[config.mk]
export PLATFORM = sky130hd
export DESIGN_NAME = ddr3_app_arbiter
export DESIGN_NICKNAME = d
export VERILOG_FILES = /design/src/rtl/ddr3_app_pkg.sv /design/src/rtl/ddr3_rd_id_fifo.sv /design/src/rtl/ddr3_app_arbiter.sv
export SDC_FILE = /design/constraint.sdc
export NUM_CORES = 1
export LEC_CHECK = 0
export ABC_AREA = 0
export CAP_MARGIN = 15
export CORE_AREA = 5 5 312 314
export DETAILED_ROUTE_END_ITERATION = 8
export DIE_AREA = 0 0 317 319
export SLEW_MARGIN = 5
export SYNTH_ARGS = -nofsm -noshare
export SYNTH_HDL_FRONTEND = slang
export SYNTH_SLANG_ARGS = --single-unit
[constraint.sdc]
create_clock -name clk -period 4.17 [get_ports clk]
set_input_delay 0.834 -clock clk [delete_from_list [all_inputs] [get_ports clk]]
set_output_delay 0.834 -clock clk [all_outputs]
set_load 0.05 [all_outputs]
[src/rtl/ddr3_app_pkg.sv]
// Shared definitions for the DDR3 app-port arbiter:
// command codes, sequencer states and default widths.
package ddr3_app_pkg;

  localparam int ADDR_W_DEF   = 28;
  localparam int DATA_W_DEF   = 128;
  localparam int MASK_W_DEF   = 16;
  localparam int RD_DEPTH_DEF = 4;

  localparam logic [2:0] CMD_WR = 3'b000;
  localparam logic [2:0] CMD_RD = 3'b001;

  typedef enum logic [1:0] {
    IDLE  = 2'd0,
    WDATA = 2'd1,
    CMD   = 2'd2
  } state_t;

endpackage

[src/rtl/ddr3_rd_id_fifo.sv]
// Read-ID FIFO: records which port issued each outstanding read.
// Ports: push/push_id in, pop in, full/empty/head out.
module ddr3_rd_id_fifo #(
  parameter int DEPTH = 4
) (
  input  logic clk,
  input  logic rst_n,
  input  logic push,
  input  logic push_id,
  input  logic pop,
  output logic full,
  output logic empty,
  output logic head
);

  localparam int AW = $clog2(DEPTH);

  logic [DEPTH-1:0] mem;
  logic [AW-1:0]    wptr;
  logic [AW-1:0]    rptr;
  logic [AW:0]      cnt;
  logic             do_push;
  logic             do_pop;

  assign full    = (cnt == (AW+1)'(DEPTH));
  assign empty   = (cnt == '0);
  assign head    = mem[rptr];
  assign do_push = push && !full;
  assign do_pop  = pop && !empty;

  always_ff @(posedge clk or negedge rst_n) begin
    if (!rst_n) begin
      mem  <= '0;
      wptr <= '0;
      rptr <= '0;
      cnt  <= '0;
    end else begin
      if (do_push) begin
        mem[wptr] <= push_id;
        wptr      <= wptr + AW'(1);
      end
      if (do_pop) begin
        rptr <= rptr + AW'(1);
      end
      if (do_push && !do_pop) begin
        cnt <= cnt + (AW+1)'(1);
      end else if (do_pop && !do_push) begin
        cnt <= cnt - (AW+1)'(1);
      end
    end
  end

endmodule

[src/rtl/ddr3_app_arbiter.sv]
// Two-port round-robin arbiter/sequencer in front of a DDR3 app port.
// Ports: req_* (two requesters), rsp_* (read returns), cmd/wr/rd app side.
module ddr3_app_arbiter
  import ddr3_app_pkg::*;
#(
  parameter int ADDR_W   = ADDR_W_DEF,
  parameter int DATA_W   = DATA_W_DEF,
  parameter int MASK_W   = MASK_W_DEF,
  parameter int RD_DEPTH = RD_DEPTH_DEF
) (
  input  logic              clk,
  input  logic              rst_n,
  input  logic [1:0]        req_valid,
  output logic [1:0]        req_ready,
  input  logic [1:0]        req_we,
  input  logic [ADDR_W-1:0] req_addr0,
  input  logic [ADDR_W-1:0] req_addr1,
  input  logic [DATA_W-1:0] req_wdata0,
  input  logic [DATA_W-1:0] req_wdata1,
  input  logic [MASK_W-1:0] req_wmask0,
  input  logic [MASK_W-1:0] req_wmask1,
  output logic [1:0]        rsp_valid,
  output logic [DATA_W-1:0] rsp_rdata,
  input  logic              init_calib_complete,
  input  logic              cmd_ready,
  output logic [2:0]        cmd,
  output logic              cmd_en,
  output logic [ADDR_W-1:0] addr,
  output logic [5:0]        app_burst_number,
  input  logic              wr_data_rdy,
  output logic [DATA_W-1:0] wr_data,
  output logic [MASK_W-1:0] wr_data_mask,
  output logic              wr_data_en,
  output logic              wr_data_end,
  input  logic [DATA_W-1:0] rd_data,
  input  logic              rd_data_valid,
  output logic              rd_err
);

  state_t state;
  state_t state_nx;

  logic              ptr;
  logic              h_we;
  logic              h_port;
  logic [ADDR_W-1:0] h_addr;
  logic [DATA_W-1:0] h_wdata;
  logic [MASK_W-1:0] h_wmask;

  logic [1:0] elig;
  logic       gnt;
  logic       gnt_vld;
  logic       push;
  logic       full;
  logic       empty;
  logic       head;
  logic       beat_ok;

  // reads are held back only while the ID FIFO has no room
  assign elig[0] = req_valid[0] && (req_we[0] || !full);
  assign elig[1] = req_valid[1] && (req_we[1] || !full);

  always_comb begin
    gnt = 1'b0;
    unique case (1'b1)
      elig == 2'b11: gnt = ptr;
      elig == 2'b10: gnt = 1'b1;
      default:       gnt = 1'b0;
    endcase
  end

  assign gnt_vld = (state == IDLE) && init_calib_complete && (|elig);

  always_comb begin
    state_nx   = state;
    req_ready  = '0;
    cmd_en     = 1'b0;
    wr_data_en = 1'b0;
    push       = 1'b0;
    unique case (state)
      IDLE: begin
        if (gnt_vld) begin
          req_ready[gnt] = 1'b1;
          state_nx = req_we[gnt] ? WDATA : CMD;
        end
      end
      WDATA: begin
        wr_data_en = 1'b1;
        if (wr_data_rdy) state_nx = CMD;
      end
      CMD: begin
        cmd_en = 1'b1;
        if (cmd_ready) begin
          state_nx = IDLE;
          push     = !h_we;
        end
      end
      default: state_nx = IDLE;
    endcase
  end

  always_ff @(posedge clk or negedge rst_n) begin
    if (!rst_n) begin
      state   <= IDLE;
      ptr     <= 1'b0;
      h_we    <= 1'b0;
      h_port  <= 1'b0;
      h_addr  <= '0;
      h_wdata <= '0;
      h_wmask <= '0;
    end else begin
      state <= state_nx;
      if (gnt_vld) begin
        ptr     <= ~gnt;
        h_port  <= gnt;
        h_we    <= req_we[gnt];
        h_addr  <= gnt ? req_addr1 : req_addr0;
        h_wdata <= gnt ? req_wdata1 : req_wdata0;
        h_wmask <= gnt ? req_wmask1 : req_wmask0;
      end
    end
  end

  // code driven only while a command is valid so idle/reset shows 0
  assign cmd              = (cmd_en && !h_we) ? CMD_RD : CMD_WR;
  assign addr             = h_addr;
  assign app_burst_number = 6'd0;
  assign wr_data          = h_wdata;
  assign wr_data_mask     = h_wmask;
  assign wr_data_end      = wr_data_en;

  ddr3_rd_id_fifo #(
    .DEPTH(RD_DEPTH)
  ) u_id_fifo (
    .clk    (clk),
    .rst_n  (rst_n),
    .push   (push),
    .push_id(h_port),
    .pop    (rd_data_valid),
    .full   (full),
    .empty  (empty),
    .head   (head)
  );

  assign beat_ok = rd_data_valid && !empty;

  always_ff @(posedge clk or negedge rst_n) begin
    if (!rst_n) begin
      rsp_valid <= '0;
      rsp_rdata <= '0;
      rd_err    <= 1'b0;
    end else begin
      rsp_valid <= {beat_ok && head, beat_ok && !head};
      if (beat_ok) rsp_rdata <= rd_data;
      if (rd_data_valid && empty) rd_err <= 1'b1;
    end
  end

endmodule

# Word level (Yosys, flattened, before mapping)
# Cells that the tools add are included.
# W data, S select, Z words.
# word_totals
register_bits,319
inputBits,482
output_inout_bits,317
# op_classes
n_addsub,4
n_lt_le_gt_ge,5
n_eq_ne,8
n_mux,27
n_bitwise,1
n_reduce_logical,27
# op_table
cell,count
$mux W128,1
$mux W28,1
$mux W16,1
$logic_and A1 B1 Y1,14
$mux W2,6
$mux W1,10
$eq A2 B2 Y1 const B,3
$logic_not A1 Y1,6
$lt A2 B3 Y1 const B,2
$mux W3,2
$ne A2 B2 Y1 const B,3
$pmux W2 S3,1
$add A2 B1 Y2 const B,2
$bwmux W4,1
$add A3 B1 Y3 const B,1
$eq A3 B3 Y1 const B,1
$logic_not A3 Y1,1
$reduce_and A3 Y1,1
$sub A3 B1 Y3 const B,1
$bmux W1 S2,1
$demux W1 S2,1
$eq A2 B1 Y1 const B,1
$ge A2 B1 Y1 const B,1
$logic_not A2 Y1,1
other kinds (8),9

# Logic depth before layout (Yosys ltp)
# logic_depth
depth_word,12
depth_mapped,11

# Hierarchy
# A second synthesis with hierarchy kept.
# hier_totals
cells_unflattened,950
area_unflattened_um2,13416.6
# modules_own_cells
module,instances,cells_per_inst,area_each_um2
ddr3_app_arbiter,1,897,12813.5
ddr3_rd_id_fifo,1,53,603.1

# Worst setup path after synthesis
# Ideal clock, no wire load.
# synth_path
path_kind,register to register
startpoint,reg state[0]
endpoint,reg u_id_fifo.cnt[2]
setup_time_ps,79
arrival_ps,3221
t_required_ps,4091
slack_ps,870
stages_incl_launch_ff,10
n_path_buf,1
period_less_slack_ps,3300
path_cell_list,dfrtp_1 nor3b_1 and3_1 clkbuf_1 ha_1 inv_1 fa_1 xor2_1 nor2_1 xor2_1
# synth_via
elab_chain_cells,6
word_cells_on_any_way,8
# synth_rtl
element,line_no,text
from (decl),ddr3_app_arbiter.sv:40,state_t state;
from (signal assigned),ddr3_app_arbiter.sv:112,state <= state_nx;
$eq A2 B2 Y1 (*),ddr3_app_arbiter.sv:80,unique case (state)
$mux W1 (*),ddr3_app_arbiter.sv:80,
$logic_and A1 B1 Y1 (*),ddr3_rd_id_fifo.sv:28,assign do_push = push && !full;
via u_id_fifo.do_push,ddr3_rd_id_fifo.sv:22,logic do_push;
$logic_not A1 Y1,ddr3_rd_id_fifo.sv:47,end else if (do_pop && !do_push) begin
$logic_and A1 B1 Y1,ddr3_rd_id_fifo.sv:47,
$reduce_bool A2 Y1 (no line),-,
to (signal assigned),ddr3_rd_id_fifo.sv:46,cnt <= cnt + (AW+1)'(1);
to (signal assigned),ddr3_rd_id_fifo.sv:48,cnt <= cnt - (AW+1)'(1);
to (decl),ddr3_rd_id_fifo.sv:21,logic [AW:0] cnt;
# Mark *: on every way through the listed nets, which the timed path passes. The rest lies on a longest branch.
# A chain may end at the register's enable or synchronous reset.

# Final worst setup path
# layout_path
startpoint,in init_calib_complete
endpoint,out req_ready[0]
# layout_via
elab_chain_cells,4
# layout_rtl
element,line_no,text
from (decl),ddr3_app_arbiter.sv:24,"input logic init_calib_complete,"
$logic_and A1 B1 Y1 (2 in a row),ddr3_app_arbiter.sv:72,assign gnt_vld = (state == IDLE) && init_calib_complete && (|elig);
$mux W2,ddr3_app_arbiter.sv:82,if (gnt_vld) begin
$mux W2,ddr3_app_arbiter.sv:80,
to (decl),ddr3_app_arbiter.sv:14,"output logic [1:0] req_ready,"
# Every way passes these cells.

==> results.yml <==
run_status:
  status: "complete, no violations"
finish:
  nFillCells: 10040
  areaGrowthSynthToFinish_pct: 77.85
  fin_area_um2: 24230
  layout.nets: 2382
  postLayoutCoreUtil_pct: 25.69
  drive_gt1_share_pct: 5.258
detailed_routing:
  drt.antenna.violating_nets: 0
  drc: 0
  wl_per_cell_um: 19.63
  viasPerCell: 3.708
  drtIter0Drc: 639
  via_count: 11840
  wirelength_mm: 62.65
  first_pass_iters: 4
yosys:
  synth_common_cells: "dfrtp_1, inv_1, nor2_1, a221o_1, mux2_1"
  synth_warnings: 0
  synth-seq-cells: 319
  synth_top_area_share_pct: 58.59
  avgSynthCellArea_um2: 12.25
  yosys.area.top_type: "dfrtp_1"
  synth_edf_count: 0
  synthesis.area_um2: 13620
  yosysSeqAreaShare_pct: 58.59
  synth_mux_area_share_pct: 11.23
  synth_area_leaders: "dfrtp_1, a221o_1, mux2_1"
  synth_xor_area_share_pct: 0.3857
  yosysMostFrequentCell: "dfrtp_1"
  synth-main-ff-cell: "dfrtp_1"
  synth_top_family_by_area: "compound AO/OA/AOI/OAI gates"
  synthSimpleGateAreaFrac_pct: 6.034
  synthCells: 1112
  synth-compound-area-share_pct: 13.29
  ys_types: 38
  synthAdderAreaFrac_pct: 0.6061
  async_flop_share_pct: 100.0
sta:
  tns_ns: 0
  rsz0062_at_grt: "no"
  tightest_slew_ns: 0.9511
  fin_skew_ns: 0.01361
  timing.final.crit_share_pct: 79.33
  relSlewSlack_pct: 36.39
  hold_violations: 0
  max_freq_mhz: 302.3
  setup_viol: 0
  fin_crit_ns: 3.308
  drv_slew: 0
clock_network:
  hold_buffers: 0
  cts_max_level: 2
  cts_setup_buffers: 0
  clk_latency_ns: 0.57
  cts_resized: 0
  clkSinkCount: 319
  cts-root-buf: "clkbuf_16"
  clock_path_buffers: 3
  path_clk_slew_ns: 0.05
  cts_tree: "yes"
  cts_buffers: 40
worst_hold_path:
  hold_path_class: "primary input to async pin"
global_route:
  grt_pass1_wl_mm: 88.07
  grt_pass1_vias: 12570
  grt_overflow: 0
  antenna_found_initial: 17
  grt_max_degree: 105
  grt_use_total_pct: 11.72
job:
  drv_cap: 0
critical_path:
  required_ns: 3.34
  critical_path_arrival_ns: 2.47
  worstSetupPathType: "primary input to output pin"
  critPathMaxFanout: 3
  critPathLaunchType: "primary input"
  cp-end-kind: "output pin"
  r2r_slack_ns: 1.79
  reg2reg_depth: 8
placed_design:
  dp_hpwl_mm: 49.36
  gp_congestion: 0.7963
  port_buffers: 790
  dpl_cell_area_um2: 22850
floorplanning:
  initial_core_util_pct: 14.45
  rows: 113
  die-width_um: 317
  dieHeight_um: 319
  coreArea_um2: 94300
  die-area_um2: 101100
  io_pins: 799
pwr:
  power-per-cell-area_nw_per_um2: 769.2
  p_leak_nw: 10.49
  vdd_drop_max_v: 0.0004312
  power.total_w: 0.01864
[cell families (layout without fill, tap and decap cells)]
logic type                 after synthesis  count (layout)
buffers and inverters                  264            1066
xor gates and xnor gates                 6               6
and+or+nand+nor                        198             198
DFF                                    319             319
muxes                                  135             135
other                                    1              14
AOI/OAI and AO/OA                      183             183
adders and majority gates                6               6
[where the power goes]
group | internal [W] | total [W] | leakage [nW] | switching [W]
Combinational | 0.00349 | 0.00983 | 5.91 | 0.00634
Clock | 0.00225 | 0.00367 | 0.675 | 0.00142
Sequential | 0.00432 | 0.00514 | 3.90 | 0.000820
[stage by stage]
step,hold WS (ns),instances,worst slack (ns)
2_1_floorplan,0.4495,1119,0.8695
6_report,0.3157,3192,0.8619
3_5_place_dp,0.4663,3117,0.8633
4_1_cts,0.3075,3186,0.8569
5_1_grt,0.3470,3186,0.8262
3_3_place_gp,0.4482,3117,0.8680
[per-layer routing]
layer,global-route usage (%),vias up,part of all wire (%)
met5,0,-,0.18
met1,13.39,5778,39
met4,3.754,18,3.3
li1,-,5399,-
met3,4.825,101,10
met2,19.92,539,48
[critical path: stages]
cell	delay, ns
clkdlybuf4s50_1	0.51
nor3b_1	0.39
buf_4	0.22
and3b_4	0.22
o21a_4	0.16
buf_12	0.14
[placed cells by master (no fill, tap or decap), types with 5 or more instances in the layout]
master           Yosys  routed
clkdlybuf4s50_1      0     787
dfrtp_1            319     319
inv_1              181     181
nor2_1             175     175
a221o_1            173     173
mux2_1             132     132
clkbuf_16            0      40
buf_4               12      15
buf_12               0      12
clkbuf_8             0      10
conb_1               1       8
clkbuf_1             2       7
diode_2              0       6
nand2_1              6       6
ha_1                 5       5
bufinv_16            0       5
[sequential cells by signal, summed over array words and instances (netlist names), 2 cells and up]
name and count:
u_id_fifo.rptr 2, state 2, rsp_valid 2, addr 28, wr_data_mask 16, u_id_fifo.mem 4
u_id_fifo.cnt 3, rsp_rdata 128, wr_data 128, u_id_fifo.wptr 2
[cell type report]
type	count	area (um^2)	area share, %
clock inverters	12	203.9	0.8417
repair buffers	815	8245	34.03
inverters	182	683.2	2.819
well taps	1265	1583	6.532
diodes	6	15.01	0.06196
clock buffers	57	1165	4.807
flip-flops and latches	319	7983	32.94
multi-input cells	536	4353	17.96
[path summary, 6_finish.rpt]
path	startpoint	end
min reg2reg	u_id_fifo.rptr[1]$_DFFE_PN0P_	u_id_fifo.rptr[1]$_DFFE_PN0P_
max	init_calib_complete	req_ready[0]
max reg2reg	u_id_fifo.cnt[0]$_DFFE_PN0P_	u_id_fifo.cnt[2]$_DFFE_PN0P_
min	rst_n	wr_data[65]$_DFFE_PN0P_
min in group clk	u_id_fifo.rptr[1]$_DFFE_PN0P_	u_id_fifo.rptr[1]$_DFFE_PN0P_
max in group asynchronous	rst_n	rsp_rdata[6]$_DFFE_PN0P_
(Power assumes the default switching activity.)
